**config.mk**
```make
export PLATFORM = sky130hd
export DESIGN_NAME = pc_gen
export DESIGN_NICKNAME = d
export VERILOG_FILES = /design/src/rtl/pc_gen_pkg.sv /design/src/rtl/pc_gen_npc_calc.sv /design/src/rtl/pc_gen.sv
export SDC_FILE = /design/constraint.sdc
export NUM_CORES = 1
export LEC_CHECK = 0
export ABC_AREA = 1
export CAP_MARGIN = 20
export CORE_MARGIN = 2
export CORE_UTILIZATION = 50
export DETAILED_ROUTE_END_ITERATION = 8
export PLACE_DENSITY = 0.94
export SLEW_MARGIN = 20
export SYNTH_ARGS = -nofsm -noshare
export SYNTH_HDL_FRONTEND = slang
export SYNTH_SLANG_ARGS = --single-unit
```
**constraint.sdc**
```tcl
create_clock -name clk -period 3.75 [get_ports clk]
set_clock_uncertainty 0.2 [all_clocks]
set_input_delay 0.5625 -clock clk [delete_from_list [all_inputs] [get_ports clk]]
set_output_delay 0.5625 -clock clk [all_outputs]
set_load 0.05 [all_outputs]
```
**src/rtl/pc_gen_pkg.sv**
```systemverilog
// Shared pipeline constants: PC defaults, redirect-select codes, pending-register states.
package pc_gen_pkg;

    localparam int unsigned PC_W = 32;
    localparam logic [PC_W-1:0] RESET_PC = 32'h0000_3000;
    localparam logic [PC_W-1:0] EXC_PC   = 32'h0000_4180;

    // Next-PC source select
    localparam int unsigned SEL_W = 3;
    localparam logic [2:0] SEL_SEQ  = 3'd0;
    localparam logic [2:0] SEL_BR   = 3'd1;
    localparam logic [2:0] SEL_J    = 3'd2;
    localparam logic [2:0] SEL_JR   = 3'd3;
    localparam logic [2:0] SEL_PEND = 3'd4;
    localparam logic [2:0] SEL_EPC  = 3'd5;
    localparam logic [2:0] SEL_EXC  = 3'd6;
    localparam logic [2:0] SEL_HOLD = 3'd7;

    // Pending redirect register states
    localparam logic [0:0] PEND_EMPTY = 1'b0;
    localparam logic [0:0] PEND_HELD  = 1'b1;

endpackage

```
**src/rtl/pc_gen_npc_calc.sv**
```systemverilog
// Combinational branch and jump target arithmetic for the D-stage instruction.
module npc_calc #(
    parameter int unsigned AW = 32
) (
    input  logic [AW-1:0] pc4_d,
    input  logic [15:0]   br_off,
    input  logic [25:0]   instr_index,
    output logic [AW-1:0] br_target_c,
    output logic [AW-1:0] j_target_c
);

    // Word offset sign-extended to AW bits and scaled to bytes
    assign br_target_c = pc4_d + {{(AW-18){br_off[15]}}, br_off, 2'b00};

    // Jump keeps the region bits above the 28-bit field when there are any
    if (AW > 28) begin : g_region
        assign j_target_c = {pc4_d[AW-1:28], instr_index, 2'b00};
    end else begin : g_no_region
        assign j_target_c = AW'({instr_index, 2'b00});
    end

endmodule

```
**src/rtl/pc_gen.sv**
```systemverilog
// Fetch program counter with redirect priority and a one-deep pending redirect.
module pc_gen
    import pc_gen_pkg::*;
#(
    parameter int unsigned    AW       = 32,
    parameter logic [AW-1:0]  RESET_PC = AW'(pc_gen_pkg::RESET_PC),
    parameter logic [AW-1:0]  EXC_PC   = AW'(pc_gen_pkg::EXC_PC)
) (
    input  logic          clk,
    input  logic          reset,
    input  logic          stall_d,
    input  logic          f_busy,
    input  logic          br_take,
    input  logic [15:0]   br_off,
    input  logic          j_take,
    input  logic [25:0]   instr_index,
    input  logic          jr_take,
    input  logic [AW-1:0] jr_target,
    input  logic [AW-1:0] pc4_d,
    input  logic          exc_req,
    input  logic          eret,
    input  logic [AW-1:0] epc,
    output logic [AW-1:0] pc_f,
    output logic [AW-1:0] pc4_f,
    output logic          adel_f,
    output logic          redir_pend
);

    logic [AW-1:0]    pc_q;
    logic [AW-1:0]    pend_target_q;
    logic [0:0]       pend_state_q;

    logic [AW-1:0]    br_target_c;
    logic [AW-1:0]    j_target_c;
    logic [AW-1:0]    d_target_c;
    logic             d_redir_c;
    logic [SEL_W-1:0] sel_c;
    logic [AW-1:0]    pc_next_c;
    logic [AW-1:0]    pend_target_next_c;
    logic [0:0]       pend_state_next_c;

    npc_calc #(.AW(AW)) u_npc_calc (
        .pc4_d       (pc4_d),
        .br_off      (br_off),
        .instr_index (instr_index),
        .br_target_c (br_target_c),
        .j_target_c  (j_target_c)
    );

    assign d_redir_c  = jr_take | j_take | br_take;
    assign d_target_c = jr_take ? jr_target : (j_take ? j_target_c : br_target_c);

    // Select next-PC source and next pending-register state
    always_comb begin
        sel_c              = SEL_SEQ;
        pend_state_next_c  = pend_state_q;
        pend_target_next_c = pend_target_q;
        if (exc_req) begin
            sel_c             = SEL_EXC;
            pend_state_next_c = PEND_EMPTY;
        end else if (eret) begin
            sel_c             = SEL_EPC;
            pend_state_next_c = PEND_EMPTY;
        end else if (f_busy) begin
            sel_c = SEL_HOLD;
            if (!stall_d && d_redir_c) begin
                pend_state_next_c  = PEND_HELD;
                pend_target_next_c = d_target_c;
            end
        end else if (stall_d) begin
            // D re-presents its redirect after the stall; a held redirect waits too
            sel_c = SEL_HOLD;
        end else begin
            pend_state_next_c = PEND_EMPTY;
            if (jr_take)                        sel_c = SEL_JR;
            else if (j_take)                    sel_c = SEL_J;
            else if (br_take)                   sel_c = SEL_BR;
            else if (pend_state_q == PEND_HELD) sel_c = SEL_PEND;
            else                                sel_c = SEL_SEQ;
        end
    end

    // Next-PC mux
    always_comb begin
        pc_next_c = pc_q + AW'(4);
        case (sel_c)
            SEL_EXC:  pc_next_c = EXC_PC;
            SEL_EPC:  pc_next_c = epc;
            SEL_JR:   pc_next_c = jr_target;
            SEL_J:    pc_next_c = j_target_c;
            SEL_BR:   pc_next_c = br_target_c;
            SEL_PEND: pc_next_c = pend_target_q;
            SEL_HOLD: pc_next_c = pc_q;
            default:  pc_next_c = pc_q + AW'(4);
        endcase
    end

    // PC and pending-register state
    always_ff @(posedge clk) begin
        if (reset) begin
            pc_q          <= RESET_PC;
            pend_state_q  <= PEND_EMPTY;
            pend_target_q <= '0;
        end else begin
            pc_q          <= pc_next_c;
            pend_state_q  <= pend_state_next_c;
            pend_target_q <= pend_target_next_c;
        end
    end

    assign pc_f       = pc_q;
    assign pc4_f      = pc_q + AW'(4);
    assign adel_f     = |pc_q[1:0];
    assign redir_pend = (pend_state_q == PEND_HELD);

endmodule

```
== Word-level counts from Yosys, hierarchy flattened ==
Index checks and enable logic that the tools add are counted.

* Register bits: 65
* Latch bits: 0
* Memory bits (writable): 0
* Memory bits (read-only): 0
* Bits of input ports: 147
* Output and inout bits: 66
* Memories: 0

* Add/sub/neg operators: 2
* Multiply operators: 0
* Div/mod/pow operators: 0
* Order comparisons: 0
* Equal/unequal tests: 9
* Shifts and indexed selects: 0
* Muxes and demuxes: 14
* Bitwise logic cells: 4
* Reduce and logical (&&, ||, !) cells: 6

{| class="wikitable"
|+ Operators with widths
! operator !! count
|-
| $pmux W32 S7 || 1
|-
| $mux W32 || 2
|-
| $add A32 B3 Y32 const B || 1
|-
| $add A32 B32 Y32 || 1
|-
| $mux W3 || 8
|-
| $eq A3 B3 Y1 const B || 4
|-
| $eq A3 B2 Y1 const B || 2
|-
| $ne A2 B1 Y1 const B || 2
|-
| $reduce_and A4 Y1 || 1
|-
| $eq A3 B1 Y1 const B || 1
|-
| $mux W1 || 3
|-
| $reduce_or A3 Y1 || 1
|-
| $not A1 Y1 || 2
|-
| $or A1 B1 Y1 || 2
|-
| $reduce_and A2 Y1 || 1
|-
| $reduce_or A2 Y1 || 1
|-
| $logic_and A1 B1 Y1 || 1
|-
| $logic_not A1 Y1 || 1
|}

== Logic depth before layout (Yosys ltp) ==
Gate-level depths: netlist of run 1.

* Word-level depth: 10
* Mapped depth: 16
* Depth with buffers taken out: 15

== Cells and area by module ==
From an unflattened synthesis of run 1, not the netlist that was laid out.

* Cells, all modules: 1,443
* Area, all modules: 7,852.5 um2

{| class="wikitable"
|+ By module, submodules not included
! module !! instances !! cells each !! area each (um2) !! sequential area each (um2)
|-
| pc_gen || 1 || 962 || 5,362.6 || 1,301.2
|-
| npc_calc || 1 || 481 || 2,489.9 || 0.0
|}

== Least setup slack after synthesis of run 1 ==
Ideal clock, no wire load.

* Kind: register -> output
* Start point: register pc_q[2], in the netlist pc_f[2]
* End point: output port pc4_f[20]
* Data arrival time: 2.648 ns
* Required time: 2.987 ns
* Slack: 0.340 ns
* Stages on the path, launching flop included: 9
* Buffers on the path: 0
* Cells stage by stage: dfxtp_1 > ha_1 > nand2_1 > nor2_2 > nand3_2 > nor3_4 > nand2_2 > nor2_4 > xor2_1

* Word-level cells in the longest chain between the ends: 1

{| class="wikitable"
|+ Ends and longest elaborated chain
! what !! RTL line !! source
|-
| from (decl) || pc_gen.sv:29 || <nowiki>logic [AW-1:0] pc_q;</nowiki>
|-
| from (signal assigned) || pc_gen.sv:105 || <nowiki>pc_q <= pc_next_c;</nowiki>
|-
| $add A32 B3 Y32 || pc_gen.sv:112 || <nowiki>assign pc4_f = pc_q + AW'(4);</nowiki>
|-
| to (decl) || pc_gen.sv:24 || <nowiki>output logic [AW-1:0] pc4_f,</nowiki>
|}

No other way between the ends.

== Final worst setup path of run 1 ==
* Start point: register pc_q[22], in the netlist pc_f[22]
* End point: output port pc4_f[25]

The elaborated chain is that of the path after synthesis.

==> results of run 1 <==
==> what timing repair did <==
item                       CTS  global route
gates resized for setup      2             4
hold endpoints to repair     0             0
buffers inserted             0             0
setup endpoints to repair    2             4
==> synth_stat cells (2+ instances only) <==
library cell | count | area [um^2]
ha_1 | 30 | 375
nor2_4 | 2 | 22.5
xnor2_1 | 12 | 105
o211ai_1 | 11 | 82.6
nand4_1 | 21 | 131
o21bai_1 | 13 | 97.6
inv_2 | 11 | 41.3
a221oi_1 | 2 | 17.5
a21oi_1 | 108 | 541
o2bb2ai_1 | 3 | 26.3
buf_4 | 3 | 22.5
o21ai_0 | 53 | 265
buf_2 | 14 | 70.1
o21ai_1 | 2 | 10.0
o221a_2 | 4 | 45.0
a31oi_1 | 3 | 18.8
or2_2 | 3 | 18.8
inv_1 | 160 | 601
nand2_4 | 2 | 22.5
dfxtp_1 | 65 | 1300
buf_1 | 2 | 7.51
nor2_1 | 118 | 443
nand2_1 | 467 | 1750
nand2_2 | 4 | 25.0
nand3b_1 | 7 | 52.6
nor3_1 | 20 | 100
clkbuf_1 | 26 | 97.6
a211oi_1 | 3 | 22.5
nand3_1 | 90 | 450
o221ai_1 | 6 | 52.6
nor2_2 | 5 | 31.3
xor2_1 | 23 | 201
a21o_1 | 2 | 15.0
nor4_1 | 2 | 12.5
nor3_4 | 2 | 32.5
==> cell type report <==
class	instances	area [um^2]
Timing Repair Buffer	238	2320
Sequential cell	65	1300
Inverter	171	642
Clock buffer	11	243
Clock inverter	5	55.1
Multi-Input combinational cell	1023	5020
Tap cell	180	225
Fill cell	1282	4130
==> critical path, delay by kind of cell, from the launching register on <==
family,cells,cell delay [ns]
flops,1,0.49
buf+inv,1,0.86
simple gates,4,0.85
xor+xnor,1,0.28
==> registers in the layout, indices dropped and copies added (netlist names) <==
name	count
pc_f	32
redir_pend	1
pend_target_q	32
==> worst paths after layout <==
| path | startpoint | cells past startpoint | to | slack, ns |
|---|---|---|---|---|
| setup / recovery | pc_f[22] | 6 | pc4_f[25] | 0.17 |
| setup reg to reg | pc_f[2] | 12 | pc_f[24] | 0.97 |
| hold reg to reg | pend_target_q[20] | 2 | pend_target_q[20] | 0.26 |
| hold / removal | pend_target_q[20] | 2 | pend_target_q[20] | 0.26 |
==> per-stage QoR <==
stage / hold slack (ns) / cell area [um^2] / power, mW / setup slack [ns]
after global placement: 0.252 / 9500 / 2.01 / 0.330
after floorplan: 0.232 / 7180 / 1.50 / 0.340
after detailed placement: 0.256 / 9500 / 2.02 / 0.353
final: 0.264 / 9810 / 2.91 / 0.171
after global routing: 0.282 / 9810 / 3.03 / 0.00267
after CTS: 0.265 / 9800 / 2.87 / 0.0709
==> power by group through the flow <==
stage / Clock [mW] / Combinational [mW] / Sequential, mW
after floorplan: 0 / 0.621 / 0.883
after global placement: 0 / 1.22 / 0.790
after global routing: 0.900 / 1.34 / 0.783
after CTS: 0.859 / 1.23 / 0.777
final: 0.866 / 1.26 / 0.781
after detailed placement: 0 / 1.23 / 0.792
==> per-layer routing <==
layer | global-route usage (%) | routed length [um] | vias to the layer above
li1 | - | - | 4598
met2 | 67.5 | 14200 | 654
met5 | 0 | 0 | -
met1 | 49.6 | 12200 | 4317
met4 | 16.6 | 1210 | 0
met3 | 10.1 | 3520 | 94
==> cell families (layout without fill, tap and decap cells) <==
kind of cell	count (synthesis)	in the layout
xor gates and xnor gates	35	35
adders and majority gates	31	31
buffers and inverters	217	425
AOI/OAI and AO/OA	212	212
DFF	65	65
and+or+nand+nor	745	745
==> layout by cell type (no fill, tap or decap), types with 3 or more instances in the layout <==
cell type / Yosys / layout
nand2_1: 467 / 467
clkdlybuf4s50_1: 0 / 203
inv_1: 160 / 160
nor2_1: 118 / 118
a21oi_1: 108 / 108
nand3_1: 90 / 90
dfxtp_1: 65 / 65
o21ai_0: 53 / 53
ha_1: 30 / 30
buf_4: 3 / 29
xor2_1: 23 / 23
nand4_1: 21 / 21
nor3_1: 20 / 20
o21bai_1: 13 / 13
xnor2_1: 12 / 12
o211ai_1: 11 / 11
inv_2: 11 / 11
clkbuf_16: 0 / 9
nand3b_1: 7 / 7
o221ai_1: 6 / 6
nor2_2: 5 / 5
o221a_2: 4 / 4
nand2_2: 4 / 4
dlymetal6s2s_1: 0 / 4
o2bb2ai_1: 3 / 3
or2_2: 3 / 3
a31oi_1: 3 / 3
a211oi_1: 3 / 3
==> flow_summary.ini, run 1 <==
[layout]
final_nets = 1686
area_delta_synth_final_pct = 36.7
drive_above_1_share_pct = 5.16
layout.cells.non_filler = 1693
diodes = 0
finish.utilization_pct = 70.4

[worst_hold_path]
hold_path.class = reg2reg

[detailed_routing]
first_pass_iters = 9
num_vias = 9663
drt_iter0_drc = 1338
drt-total-wl_um = 31200
detail-route-antenna-nets = 0
drc = 0
wl_per_cell_um = 18.4
avgViaCountPerCell = 5.71

[setup_path]
crit_type = reg2out
cp_max_fo = 6
start_kind = flop
critical-path-slowest-cell = clkdlybuf4s50_1
slowest_delay_ns = 0.86
endpoint_kind = output pin
worstPathCellList = nand2_1 -> nor2_1 -> nand3_1 -> nor4_1 -> xor2_1 -> clkdlybuf4s50_1
worstPathRequired_ns = 2.99
arrival_ns = 2.82

[timing]
setup_viol = 0
max_freq_mhz = 279
fin_crit_sh_pct = 95.4
fin_tns_setup_ns = 0
min_period_ns = 3.58
slew_violations = 0
finalHoldViolCount = 0
rsz0062_at_grt = false
slew_headroom_pct = 38.1
tightest_slew_ns = 0.927

[placed_design]
numPortBuffers = 212
placed_cells = 1677
place_hpwl_um = 24900
place.gp.congestion = 1.03

[yosys]
syn_inst = 1305
synth_top_family_by_area = simple AND/OR/NAND/NOR gates
synth_compound_area_share_pct = 16.9
muxShareOfSynthArea_pct = 0
synthFlopType = dfxtp_1
synth_seq_cells = 65
yosys.area_share.xor_xnor_pct = 4.27
async_flop_share_pct = 0
synth_area_per_cell_um2 = 5.50
seq_area_frac_synth_pct = 18.1
synth_fa_ha_area_share_pct = 5.51
synth.net_count = 1483
synth_edf_count = 0
synth_cell_type_count = 41
synthSimpleGateAreaFrac_pct = 43.4
yosys_warnings = 0
syn-cell-area_um2 = 7180

[global_route]
grt_pass1_wl_um = 46700
grt_pass1_vias = 8955
antenna_found_initial = 1
grtUsageTotal_pct = 40.4
grt_overflow = 0
grt_max_degree = 51

[power_and_ir_drop]
ir_drop_mv = 0.240
intPower_mw = 1.72
power_switching_mw = 1.19
leakagePower_nw = 4.67
p_comb_share_pct = 43.3
p_seq_share_pct = 26.9
power_density_nw_per_um2 = 296
power.share.switching_pct = 40.8
clockPowerShare_pct = 29.8

[clock_tree]
cts_hold_buffers = 0
root_buffer = clkbuf_16
clock_sinks = 65
clk_latency_ns = 0.34
clock_path_buffers = 2
path_clk_slew_ns = 0.06
cts_buffers = 9
cts_tree = built
h-tree-depth = 3

[status]
status = complete, no violations

[floorplan]
coreArea_um2 = 13900
die_y_um = 124
start_util_pct = 51.5
die-width_um = 124
die-area_um2 = 15300
pin_count = 213
core.rowCount = 43

[job]
cap_violations = 0
Power figures use the tool's default switching activity.
==> run 2: changes to the inputs <==
Settings changed: CELL_PAD_IN_SITES_DETAIL_PLACEMENT set to 1, CELL_PAD_IN_SITES_GLOBAL_PLACEMENT set to 1, CORE_UTILIZATION 50 to 46, DONT_BUFFER_PORTS set to 1, GPL_TIMING_DRIVEN set to 0, PLACE_DENSITY 0.94 to 0.95.
==> run 2 against run 1 <==
- critical path type unchanged
- first-iteration DRC count fell by 19%
- non-clock buffer count fell by 192
- utilization fell by 18 points
- power fell by 8.7%
- clock power fell by 3.1%
- flip-flop and latch count did not move
- critical path depth rose by 2
- combinational power fell by 28%
- routed wire length rose by 10%
- register-to-register slack got worse by 0.35 ns
- via count fell by 2.6%
==> flow_summary.ini, run 2 (synthesis gave the netlist of run 1 again) <==
[global_route]
antenna_found_initial = 0
grt_pass1_vias = 9207
grt_overflow = 0
grtUsageTotal_pct = 39.8
grt_max_degree = 16
grt_pass1_wl_um = 50800

[clock_tree]
cts_buffers = 9
clock_sinks = 65
clk_latency_ns = 0.35
h-tree-depth = 3
path_clk_slew_ns = 0.07
cts_tree = built
clock_path_buffers = 2
root_buffer = clkbuf_16

[setup_path]
setup.worst_path.start = pc_f[4]
reg2reg_to = pc_f[8]
critical-path-slowest-cell = dfxtp_1
r2r_start = pc_f[4]
worstPathRequired_ns = 2.99
crit_top_cell = nand2_2
critPathTopFamily = simple AND/OR/NAND/NOR gates
r2r_cells = 6
worstPathCellList = nand2_1 -> nor2_2 -> nand3_2 -> nor3_4 -> nand2_2 -> nor2_4 -> nand4_1 -> nand2_2
slowest_delay_ns = 0.78
cp_max_fo = 6
arrival_ns = 2.87
endpoint_kind = output pin
reg2reg_slack_ns = 0.62
critPathBufInv = 0
crit_type = reg2out
start_kind = flop

[placed_design]
place.gp.congestion = 0.995
numPortBuffers = 0
placed_cell_area_um2 = 7450
place_hpwl_um = 27300

[floorplan]
pin_count = 213
coreArea_um2 = 15200
core.rowCount = 45
die_y_um = 129
die-area_um2 = 16600
start_util_pct = 47.2
die-width_um = 129

[timing]
fin_crit_sh_pct = 97.0
slew_headroom_pct = 23.0
worst_hold_slack_ns = 0.0734
slew_violations = 0
rsz0062_at_grt = true
setup_viol = 0
finalHoldViolCount = 0
max_freq_mhz = 275
tightest_slew_ns = 1.15
min_period_ns = 3.64

[worst_hold_path]
worstHoldStart = reset
whs_path_depth = 1
hold_path_end = pc_f[0]
hold_path.class = in2reg

[layout]
final_cell_mix = nand2_1, inv_1, nor2_1
post-route-cell-area_um2 = 7900
area_delta_synth_final_pct = 10.1
final_nets = 1494
diodes = 0
drive_above_1_share_pct = 7.19
final_common_cell = nand2_1

[detailed_routing]
detail-route-antenna-nets = 0
wl_per_cell_um = 22.7
first_pass_iters = 5
drt_iter0_drc = 1083
drc = 0
avgViaCountPerCell = 6.24
num_vias = 9416
drt-total-wl_um = 34300

[power_and_ir_drop]
leakagePower_nw = 3.82
ir_drop_mv = 0.297
power_density_nw_per_um2 = 336
total_power_mw = 2.65

[job]
cap_violations = 0

[status]
status = complete, no violations
-- run 2: layout make-up --
cell class	instances	area [um^2]
inverters	171	642
clock inverters	6	48.8
fillers	2270	7300
well taps	188	235
plain buffers	46	209
multi-input cells	1023	5220
flip-flops and latches	65	1310
clock buffers	10	239
-- run 2: worst max-delay path by stage --
stage | end | slack [ns] | cells past startpoint
floorplan | pc4_f[20] | 0.34 | 8
global placement | pc4_f[20] | -0.11 | 8
detailed placement | pc4_f[20] | -0.18 | 8
CTS | pc4_f[30] | 0.02 | 6
global route | pc4_f[26] | -0.004 | 9
finish | pc4_f[26] | 0.11 | 8
-- run 2: per-stage QoR --
step	worst slack, ns	util (%)	cells	TNS (ns)
2_1_floorplan	0.340	-	1305	0
3_3_place_gp	-0.113	48.7	1493	-0.153
3_5_place_dp	-0.179	49.0	1493	-0.179
4_1_cts	0.0190	51.2	1509	0
5_1_grt	-0.00396	52.0	1509	-0.00396
6_report	0.113	52.0	1509	0
-- run 2: layer usage --
layer / GRT usage, % / wire, um / vias up / share of wire [%]
li1: - / - / 4210 / -
met2: 65.0 / 15600 / 601 / 46
met5: 0 / 0 / - / 0
met3: 10.6 / 4130 / 112 / 12
met4: 17.3 / 1750 / 0 / 5.1
met1: 49.6 / 12800 / 4493 / 37
-- run 2: what timing repair did --
item / 4_1_cts / 5_1_grt
endpoints found under the setup margin: 11 / 13
gates resized for setup: 8 / 17
setup buffers: 0 / 0
hold buffers: 0 / 0
gates cloned: 0 / 0
-- run 2: worst reg2reg max path, stage by stage (launching register included) --
cell and delay, ns:
dfxtp_1 0.78, nand2_1 0.23, nor2_2 0.25, nand3_2 0.17, xor2_1 0.91, o221ai_1 0.30, a21oi_1 0.21
-- run 2: power breakdown --
group | internal [mW] | switching, mW | leakage [nW] | total [mW]
sequential | 0.731 | 0.171 | 0.533 | 0.902
combinational | 0.240 | 0.672 | 3.16 | 0.911
clock | 0.473 | 0.366 | 0.132 | 0.839
total | 1.44 | 1.21 | 3.82 | 2.65
==> run 3: changes to the inputs <==
Settings changed: ABC_AREA 1 to 0, CAP_MARGIN 20 to not set, PLACE_DENSITY 0.95 to 0.92.
Clock period 3.75 ns to 4.1 ns, I/O delays scaled along.
==> run 3 against run 2 <==
- register-to-register slack about the same
- power is 14% lower
- design area shrank 14%
- clock-buffer cell count decreased by 1
- flip-flop and latch count stayed put
- first-iteration DRC count is 7.5% lower
- die area shrank 14%
- highest routed layer unchanged
==> flow_summary.ini, run 3 <==
[status]
status = complete, no violations

[yosys]
synth_seq_cells = 65
synth_largest_area_cell = dfxtp_1
synth_cell_type_count = 64
yosys_warnings = 0
synth.top_cell.area_share_pct = 21.2
synth.area.top_cells = dfxtp_1, a21oi_1, nand2_1
syn_inst = 823
synth.most_common_cell = nand2_1
synth_edf_count = 0
yosys-top-cells-count = nand2_1, a21oi_1, dfxtp_1
synthFlopType = dfxtp_1
syn-cell-area_um2 = 6130
async_flop_share_pct = 0
synth.net_count = 1001
seq_area_frac_synth_pct = 21.2
synth_area_per_cell_um2 = 7.44

[global_route]
grt_pass1_vias = 7064
grt_max_degree = 18
grtUsageTotal_pct = 36.6
grt_pass1_wl_um = 40200
grt_overflow = 0
antenna_found_initial = 0

[timing]
min_period_ns = 3.97
worst_hold_slack_ns = 0.235
fin_crit_sh_pct = 96.7
finalHoldViolCount = 0
setup_viol = 0
slew_violations = 0
tightest_slew_ns = 1.12
slew_headroom_pct = 25.0
rsz0062_at_grt = false
max_freq_mhz = 252
fin_tns_setup_ns = 0

[worst_hold_path]
hold_path.class = in2reg

[floorplan]
pin_count = 213
core.rowCount = 42
start_util_pct = 46.6
die_y_um = 119
die-width_um = 119
die-area_um2 = 14300
coreArea_um2 = 13100

[layout]
final_nets = 1012
drive_above_1_share_pct = 9.65
fill_cells = 1674
final_common_cell = nand2_1
diodes = 0
area_delta_synth_final_pct = 11.2
final_cell_mix = nand2_1, a21oi_1, nor2_1

[clock_tree]
root_buffer = clkbuf_16
clock_sinks = 65
path_clk_slew_ns = 0.06
cts_tree = built
h-tree-depth = 3
clock_path_buffers = 2
cts_buffers = 9
clk_latency_ns = 0.35

[placed_design]
place_hpwl_um = 20300
numPortBuffers = 0
place.gp.congestion = 1.01

[power_and_ir_drop]
power_density_nw_per_um2 = 335
leakagePower_nw = 2.74
ir_drop_mv = 0.212

[setup_path]
arrival_ns = 3.15
slowest_delay_ns = 0.80
critical-path-slowest-cell = xor2_1
endpoint_kind = output pin
worstPathCellList = and3_1 -> and4_1 -> nand2_2 -> nor2_4 -> and4_1 -> buf_4 -> xor2_1
critPathTopFamily = simple AND/OR/NAND/NOR gates
cp_max_fo = 5
crit_type = reg2out
crit_top_cell = and4_1
critPathBufInv = 1
start_kind = flop
worstPathRequired_ns = 3.28

[job]
cap_violations = 0

[detailed_routing]
avgViaCountPerCell = 7.01
drc = 0
wl_per_cell_um = 26.4
drt-total-wl_um = 26800
first_pass_iters = 8
num_vias = 7113
drt_iter0_drc = 1002
detail-route-antenna-nets = 0
run 3: cell type report:
cell class              count  area [um^2]  share of cell area [%]
multi-input cells         681         4620                    67.9
inverters                  18         67.6                   0.992
clock buffers               9          225                    3.31
flip-flops and latches     65         1310                    19.2
well taps                 176          220                    3.23
plain buffers              59          275                    4.04
clock inverters             7         95.1                    1.40
run 3: cell families after synthesis:
| family | synth area share [%] |
|---|---|
| AO/OA/AOI/OAI | 33.4 |
| AND/OR/NAND/NOR | 21.7 |
| buffers and inverters | 5.60 |
| flip-flops | 21.2 |
| XOR/XNOR | 7.72 |
| adder cells (fa/ha/maj) | 6.45 |
| multiplexers | 3.92 |
run 3: power breakdown:
group	total (mW)	leakage (nW)	internal, mW	switching [mW]
Sequential	0.770	0.532	0.660	0.110
Combinational	0.657	2.05	0.217	0.440
Clock	0.858	0.155	0.532	0.326
Total	2.28	2.74	1.41	0.876
run 3: stage by stage:
stage	utilization, %	std cells	instance area [um^2]	power, mW	setup slack, ns
finish	51.9	1015	6810	2.28	0.134
CTS	51.4	1015	6760	2.25	0.0135
global route	51.9	1015	6810	2.35	0.00320
global placement	48.3	999	6350	1.39	0.0920
floorplan	-	823	6130	1.24	0.460
detailed placement	48.9	999	6420	1.41	0.0245
run 3: repair_timing:
item | in CTS | in global routing
endpoints found under the setup margin | 3 | 4
pin swaps | 0 | 0
gates resized for setup | 3 | 5
hold buffers | 0 | 0
buffers inserted | 0 | 0
run 3: per-layer routing:
layer | share of wire, % | GRT usage [%]
met1 | 38 | 42.9
met5 | 0 | 0
met3 | 13 | 14.5
met2 | 44 | 58.3
met4 | 5.0 | 18.2
run 3: path summary, 6_finish.rpt:
| check | from | endpoint | slack, ns | cells past startpoint |
|---|---|---|---|---|
| max | pc_f[5] | pc4_f[27] | 0.13 | 7 |
| min | instr_index[0] | pc_f[2] | 0.23 | 2 |
| max reg2reg | pc_f[5] | pc_f[31] | 0.61 | 11 |
| min reg2reg | pend_target_q[24] | pend_target_q[24] | 0.25 | 2 |
run 3: worst register-to-register path, stage by stage (launching register included):
cell and delay, ns:
dfxtp_1 0.78, and3_1 0.32, and4_1 0.30, nand2_2 0.13
nor2_4 0.13, and4_1 0.20, buf_4 0.14, nand3_2 0.12
xnor2_2 0.63, a221oi_1 0.21, o32a_1 0.21, nand2_1 0.06
